[src/rtl/ps2_scancode_decoder.sv]
// PS/2 set-2 scancode decoder: folds E0/F0/E1 framing into make/break key events
// and queues them in a small first-word-fall-through FIFO for the CPU side.
module ps2_scancode_decoder #(
    parameter int FIFO_DEPTH = 4,
    parameter int TIMEOUT    = 100000
) (
    input  logic       clk,
    input  logic       reset,
    input  logic       dten,
    input  logic [7:0] kdata,
    input  logic       rd,
    output logic       ev_valid,
    output logic [7:0] ev_code,
    output logic       ev_ext,
    output logic       ev_brk,
    output logic       overflow,
    output logic       seq_busy
);

    localparam int AW = (FIFO_DEPTH > 1) ? $clog2(FIFO_DEPTH) : 1;
    localparam int TW = $clog2(TIMEOUT + 1);
    localparam logic [AW:0]   FULL_CNT = (AW + 1)'(FIFO_DEPTH);
    localparam logic [TW-1:0] TO_LAST  = TW'(TIMEOUT - 1);

    typedef enum logic [2:0] {
        ST_IDLE,
        ST_E0,
        ST_F0,
        ST_E0F0,
        ST_PAUSE
    } state_t;

    typedef struct packed {
        logic       ext;
        logic       brk;
        logic [7:0] code;
    } event_t;

    state_t        r_state;
    state_t        w_state_next;
    logic [2:0]    r_pause_cnt;
    logic [TW-1:0] r_to_cnt;
    logic          w_timeout;

    event_t        w_push_ev;
    logic          w_push_req;

    event_t        r_mem [FIFO_DEPTH];
    logic [AW-1:0] r_wr_ptr;
    logic [AW-1:0] r_rd_ptr;
    logic [AW:0]   r_count;
    logic          r_overflow;
    logic          w_empty;
    logic          w_full;
    logic          w_pop;
    logic          w_push;
    event_t        w_head;

    // Bytes that never start or complete a key event in IDLE.
    function automatic logic is_status(input logic [7:0] b);
        return (b == 8'hAA) || (b == 8'hFA) || (b == 8'hFE) ||
               (b == 8'hEE) || (b == 8'h00) || (b == 8'hFF);
    endfunction

    function automatic logic is_fake_shift(input logic [7:0] b);
        return (b == 8'h12) || (b == 8'h59);
    endfunction

    function automatic logic is_prefix(input logic [7:0] b);
        return (b == 8'hE0) || (b == 8'hF0);
    endfunction

    assign w_timeout = (r_state != ST_IDLE) && !dten && (r_to_cnt == TO_LAST);

    always_comb begin
        // NOTE: every output of this block gets a default first so no latch is inferred.
        w_state_next = r_state;
        w_push_req   = 1'b0;
        w_push_ev    = '{ext: 1'b0, brk: 1'b0, code: kdata};
        if (w_timeout) begin
            w_state_next = ST_IDLE;
        end else if (dten) begin
            unique case (r_state)
                ST_IDLE: begin
                    if (kdata == 8'hE0)      w_state_next = ST_E0;
                    else if (kdata == 8'hF0) w_state_next = ST_F0;
                    else if (kdata == 8'hE1) w_state_next = ST_PAUSE;
                    else if (!is_status(kdata)) w_push_req = 1'b1;
                end
                ST_E0: begin
                    if (kdata == 8'hF0)      w_state_next = ST_E0F0;
                    else if (kdata == 8'hE0) w_state_next = ST_E0;
                    else begin
                        w_state_next = ST_IDLE;
                        w_push_ev.ext = 1'b1;
                        w_push_req    = !is_fake_shift(kdata);
                    end
                end
                ST_F0: begin
                    w_state_next  = ST_IDLE;
                    w_push_ev.brk = 1'b1;
                    w_push_req    = !is_prefix(kdata);
                end
                ST_E0F0: begin
                    w_state_next  = ST_IDLE;
                    w_push_ev.ext = 1'b1;
                    w_push_ev.brk = 1'b1;
                    w_push_req    = !is_prefix(kdata) && !is_fake_shift(kdata);
                end
                ST_PAUSE: begin
                    if (r_pause_cnt == 3'd1) begin
                        w_state_next = ST_IDLE;
                        w_push_req   = 1'b1;
                        w_push_ev    = '{ext: 1'b1, brk: 1'b0, code: 8'h77};
                    end
                end
                default: w_state_next = ST_IDLE;
            endcase
        end
    end

    always_ff @(posedge clk or posedge reset) begin
        // NOTE: sequential state uses non-blocking assignments so every register samples pre-edge values.
        if (reset) begin
            r_state     <= ST_IDLE;
            r_pause_cnt <= '0;
            r_to_cnt    <= '0;
        end else begin
            r_state <= w_state_next;
            if (dten && r_state == ST_IDLE && kdata == 8'hE1)
                r_pause_cnt <= 3'd7;
            else if (dten && r_state == ST_PAUSE)
                r_pause_cnt <= r_pause_cnt - 3'd1;
            if (dten || r_state == ST_IDLE || w_timeout)
                r_to_cnt <= '0;
            else
                r_to_cnt <= r_to_cnt + 1'b1;
        end
    end

    assign w_empty = (r_count == '0);
    assign w_full  = (r_count == FULL_CNT);
    assign w_pop   = rd && !w_empty;
    // A pop frees the slot this same cycle, so a push into a full FIFO still lands.
    assign w_push  = w_push_req && (!w_full || w_pop);

    always_ff @(posedge clk or posedge reset) begin
        if (reset) begin
            r_wr_ptr   <= '0;
            r_rd_ptr   <= '0;
            r_count    <= '0;
            r_overflow <= 1'b0;
        end else begin
            if (w_push) r_wr_ptr <= r_wr_ptr + 1'b1;
            if (w_pop)  r_rd_ptr <= r_rd_ptr + 1'b1;
            unique case ({w_push, w_pop})
                2'b10:   r_count <= r_count + 1'b1;
                2'b01:   r_count <= r_count - 1'b1;
                default: r_count <= r_count;
            endcase
            if (w_push_req && !w_push) r_overflow <= 1'b1;
        end
    end

    // NOTE: storage has no reset; the count gates visibility, so stale contents never leak out.
    always_ff @(posedge clk) begin
        if (w_push) r_mem[r_wr_ptr] <= w_push_ev;
    end

    assign w_head   = r_mem[r_rd_ptr];
    assign ev_valid = !w_empty;
    assign ev_code  = w_empty ? 8'h00 : w_head.code;
    assign ev_ext   = !w_empty && w_head.ext;
    assign ev_brk   = !w_empty && w_head.brk;
    assign overflow = r_overflow;
    assign seq_busy = (r_state != ST_IDLE);

endmodule

[config.mk]
export PLATFORM = sky130hd
export DESIGN_NAME = ps2_scancode_decoder
export DESIGN_NICKNAME = d
export VERILOG_FILES = /design/src/rtl/ps2_scancode_decoder.sv
export SDC_FILE = /design/constraint.sdc
export NUM_CORES = 1
export LEC_CHECK = 0
export ABC_AREA = 1
export BUFFER_PORTS_ARGS = -buffer_cell sky130_fd_sc_hd__buf_2
export CAP_MARGIN = 40
export CORE_MARGIN = 2
export CORE_UTILIZATION = 33
export DETAILED_ROUTE_END_ITERATION = 10
export PLACE_DENSITY = 0.46
export SETUP_SLACK_MARGIN = 0.4
export SLEW_MARGIN = 10
export SYNTH_ARGS = -nofsm -noshare
export SYNTH_HDL_FRONTEND = slang
export SYNTH_SLANG_ARGS = --single-unit
[constraint.sdc]
create_clock -name clk -period 5.5 [get_ports clk]
set_input_delay 0 -clock clk [delete_from_list [all_inputs] [get_ports clk]]
set_output_delay 0 -clock clk [all_outputs]
set_load 0.05 [all_outputs]
======== Word level (Yosys, flattened, before mapping) ========
Memory sizes are Yosys's and may differ from the RTL's.
Cells that the tools add are included.
operators by class
  $add $sub $neg .......................... 6
  equal/unequal tests ..................... 21
  mux-type cells .......................... 34
  reductions and logical operators ........ 36
operator list
  cell                   number
  $eq 8x8->1 const B     8
  $mux 10                3
  $mux 3                 9
  $add 17x1->17 const B  1
  $eq 17x17->1 const B   1
  $mux 17                1
  $mux 8                 2
  $mux 1                 14
  $logic_and 1x1->1      11
  $logic_or 1x1->1       10
  $pmux 3 s3             1
  $eq 8x5->1 const B     1
  $eq 8x7->1 const B     1
  $logic_not 8->1        1
  $eq 3x1->1 const B     2
  $eq 3x2->1 const B     2
  $eq 3x3->1 const B     2
  $logic_not 1->1        6
  $logic_not 3->1        2
  $pmux 3 s2             1
  $reduce_bool 2->1      3
  $sub 3x1->3 const B    2
  $ne 5x4->1 const B     1
  $pmux 1 s5             1
  10 further kinds       11
storage, ports and cells
  bits in registers ....................... 31
  memory bits (writable) .................. 40
  input port bits ......................... 12
  output and inout port bits .............. 13
  word-level logic and storage cells ...... 105
  memories ................................ 1
memory list
  memory  words  width  read ports  clocked after memory_dff  wr ports  line  RTL
  r_mem   4      10     1           0                         1         48    event_t r_mem [FIFO_DEPTH];

======== Longest topological paths before layout ========
  word-level depth ........................ 16
  gate-level depth with buffers ........... 17

======== Worst setup path after synthesis ========
No wires, ideal clock.
  path type ............................... register -> register
  start point ............................. register r_count[0]
  end point ............................... register r_count[2]
  arrival time ............................ 1,930 ps
  slack ................................... 3,457 ps
  stages on the path, launching flop included .. 14
  buffers on the path ..................... 0
  period minus slack after synthesis ...... 2,043 ps
  path through ............................ dfrtp_1 -> nor2_1 -> nand2_1 -> inv_1 -> nor2_1 -> nand2_4 -> inv_1 -> fa_1 -> inv_1 -> nand2_2 -> nand2_1 -> nand2_1 -> nand2_1 -> inv_1
on the way
  word-level cells in the longest chain between the ends .. 7
RTL lines
  element                                                 line  RTL
  from (decl)                                             51    logic [AW:0] r_count;
  from (signal assigned)                                  157   2'b10: r_count <= r_count + 1'b1;
  from (signal assigned)                                  158   2'b01: r_count <= r_count - 1'b1;
  from (signal assigned)                                  159   default: r_count <= r_count;
  $logic_not 3->1 *                                       141   assign w_empty = (r_count == '0);
  $logic_not 1->1 *                                       --
  net ev_valid                                            12    output logic ev_valid,
  $logic_and 1x1->1 *                                     143   assign w_pop = rd && !w_empty;
  $logic_or 1x1->1                                        145   assign w_push = w_push_req && (!w_full || w_pop);
  $logic_and 1x1->1                                       145
  $eq 2x1->1 / $eq 2x2->1 (equally long branches)         156   unique case ({w_push, w_pop})
  $pmux 3 s2 / $reduce_bool 2->1 (equally long branches)  --
Mark *: on every way through the listed nets, which the timed path passes. The rest lies on a longest branch.
A chain may end at the register's enable or synchronous reset.

======== Worst setup path after layout ========
  start point ............................. register r_rd_ptr[0]
  end point ............................... output ev_code[1]
on the way
  word-level cells in the longest chain between the ends .. 2
RTL lines
  element                 line  RTL
  from (decl)             50    logic [AW-1:0] r_rd_ptr;
  from (signal assigned)  155   if (w_pop) r_rd_ptr <= r_rd_ptr + 1'b1;
  $mem_v2 4x10            --
  $mux 8                  172   assign ev_code = w_empty ? 8'h00 : w_head.code;
  to (decl)               13    output logic [7:0] ev_code,
Every way passes these cells.

==> results.toml <==
[run_status]
status = "complete, no violations"

[synthesis]
yosysUniqueCellTypes = 34
async_reset_ff_share_pct = 43.7
synth-seq-cells = 71
ys_seq_area_share_pct = 55.1
synth_edf_count = 40
synth_flop_cell = "edfxtp_1"
yosys_warnings = 0
yosysTopAreaCellShare_pct = 33.4
syn_avg_cell_area_um2 = 9.07
synth_top_area_cell = "edfxtp_1"
synth_fp_nets = 416
synth_cells = 396
synth_area_um2 = 3590
synth_area_leaders = "edfxtp_1 33%, dfrtp_1 22%, nor2_1 8.9%"

[drt]
first_pass_iters = 4
routed_via_density = 4.54
routed_wirelength_mm = 7.66
wl_per_cell_um = 13.4
final_antenna_net_count = 0
drt_iter0_markers = 94
drc = 0
vias = 2585

[timing]
rsz0062_at_grt = "false"
fin_hold_ws_ps = 25.0
setup_viol = 0
fin_tns_setup_ps = 0
relSlewSlack_pct = 43.2
period_minus_slack_ps = 2440
timing.fmax_ghz = 0.410
slew_violations = 0
finalCritPeriodShare_pct = 44.3
hold_viol = 0
fin_ws_ps = 3060
tightest_slew_ps = 849
skew_ps = 9.07

[clocking]
clock_sinks = 71
clkLatencyLatePin_ps = 350
htreeDepth = 3
clk_pin_slew_worst_paths_ps = 80
ctsResizeCount = 0
cts_inserted_buffers = 9
cts_root_buf = "clkbuf_8"
clockBufferDepth = 2
cts_tree = "done"

[final_layout]
final_nets = 445
design_area_um2 = 4070
fillers = 1112
layout-drive-gt1-share_pct = 16.7
area_growth_pct = 13.3
antennaDiodeCount = 0

[worst_setup_path]
path_class = "reg2out"
crit_end = "ev_code[1]"
crit_start = "r_rd_ptr[0]"
r2r_end = "r_mem[3][5]"
end_kind = "primary output"
reg2reg_depth = 9
crit_required_ps = 5500
r2r_slack_ps = 3170
critical_path.startpoint_type = "flop"
crit_fanout = 23
r2r_start = "r_state[0]"
arrival_ps = 2440

[floorplan]
dieArea_um2 = 11700
num_rows = 38
core_area_um2 = 10700
die_y_um = 108
ioPinCount = 25
start_util_pct = 33.4
fp.dieW_um = 108

[pwr]
p_per_area_nw_per_um2 = 492
vdd_ir_drop_max_uv = 296
p_leak_nw = 1.65
fin_total_pwr_mw = 2.00

[place]
portBuffers = 24
place.detailed.hpwl_mm = 5.71
post-place-ws_ps = 3170
gp_congestion = 0.811
dpl_cell_area_um2 = 3860

[global_route]
grt_pass1_vias = 2442
grt_overflow_total = 0
grt_max_degree = 32
grt_first_pass_wirelength_mm = 12.4
grt_usage_pct = 14.1
antenna_found_initial = 0

[worst_hold_path]
hp-class = "in2reg"

[job]
max_cap_violations = 0
## power by group
| group | internal [mW] | switching (mW) |
|---|---|---|
| Combinational | 0.220 | 0.620 |
| Sequential | 0.674 | 0.0773 |
| Clock | 0.180 | 0.228 |
| Total | 1.07 | 0.925 |
## final cells by class
type                            count  area, um^2  area share (%)
Multi-Input combinational cell    269        1400            34.5
Tap cell                          140         175            4.31
Inverter                           48         180            4.43
Sequential cell                    71        1980            48.6
Timing Repair Buffer               26         138            3.38
Clock buffer                        9         124            3.05
Clock inverter                      7        71.3            1.75
## cells in the mapped netlist, types with 2 or more instances
library cell,number
a21oi_1,18
a21oi_2,2
clkbuf_1,6
dfrtp_1,31
edfxtp_1,40
ha_1,7
inv_1,45
inv_2,3
nand2_1,47
nand2_2,6
nand2_4,3
nand3_1,17
nand3_2,3
nand4_1,11
nor2_1,85
nor2_2,7
nor3_1,10
nor3b_1,6
nor4_1,2
o21ai_0,28
or2_2,3
xor2_1,4
## layer usage
metal | share of wire, % | track usage [%]
met1 | 47 | 18.0
met2 | 49 | 23.7
met3 | 2.5 | 2.29
met4 | 2.0 | 5.86
met5 | 0 | 0
## logic make-up (layout without fill, tap and decap cells)
group / Yosys count / in the layout / synth area share (%)
buffers and inverters: 56 / 90 / 5.89
XOR/XNOR: 5 / 5 / 1.43
flip-flops: 71 / 71 / 55.1
adder cells (fa/ha/maj): 8 / 8 / 3.00
AND/OR/NAND/NOR: 204 / 204 / 27.0
AO/OA/AOI/OAI: 52 / 52 / 7.63
## layout by cell type (no fill, tap or decap), types with 3 or more instances in the layout
cell type	Yosys	routed
inv_8	0	4
nor3b_1	6	6
o21ai_0	28	28
xor2_1	4	4
clkbuf_8	0	9
nand4_1	11	11
inv_1	45	45
nor2_2	7	7
nor3_1	10	10
dfrtp_1	31	31
or2_2	3	3
nand2_4	3	3
ha_1	7	7
inv_2	3	3
nand3_2	3	3
edfxtp_1	40	40
nand2_2	6	6
a21oi_1	18	18
nand3_1	17	17
nor2_1	85	85
buf_2	1	24
nand2_1	47	47
## flip-flops by register name (all words and copies together) (netlist names)
| register | count |
|---|---|
| overflow | 1 |
| r_count | 3 |
| r_mem | 40 |
| r_pause_cnt | 3 |
| r_rd_ptr | 2 |
| r_state | 3 |
| r_to_cnt | 17 |
| r_wr_ptr | 2 |
## critical path: stages, from the launching register on
cell and delay [ps]:
dfrtp_1 800, inv_1 460, o21ai_0 470, a21oi_1 130
buf_2 230
## through the flow
step,utilization [%],std cells
after floorplan,-,396
after global placement,35.9,553
after detailed placement,35.9,553
after CTS,37.9,570
after global routing,37.9,570
final,37.9,570
## worst min-delay path by stage
stage	startpoint	endpoint	slack, ps	cells after the start
floorplan	reset	overflow	100	1
global placement	reset	r_to_cnt[3]	110	3
detailed placement	reset	r_count[2]	120	3
CTS	dten	overflow	20	3
global route	dten	overflow	30	3
finish	dten	overflow	20	3
## repair_timing
item                                   4_1_cts  5_1_grt
hold buffers                                 1        0
buffers inserted                             0        0
endpoints found under the hold margin       31        0
No activity file was read; power rests on OpenSTA's default activity.
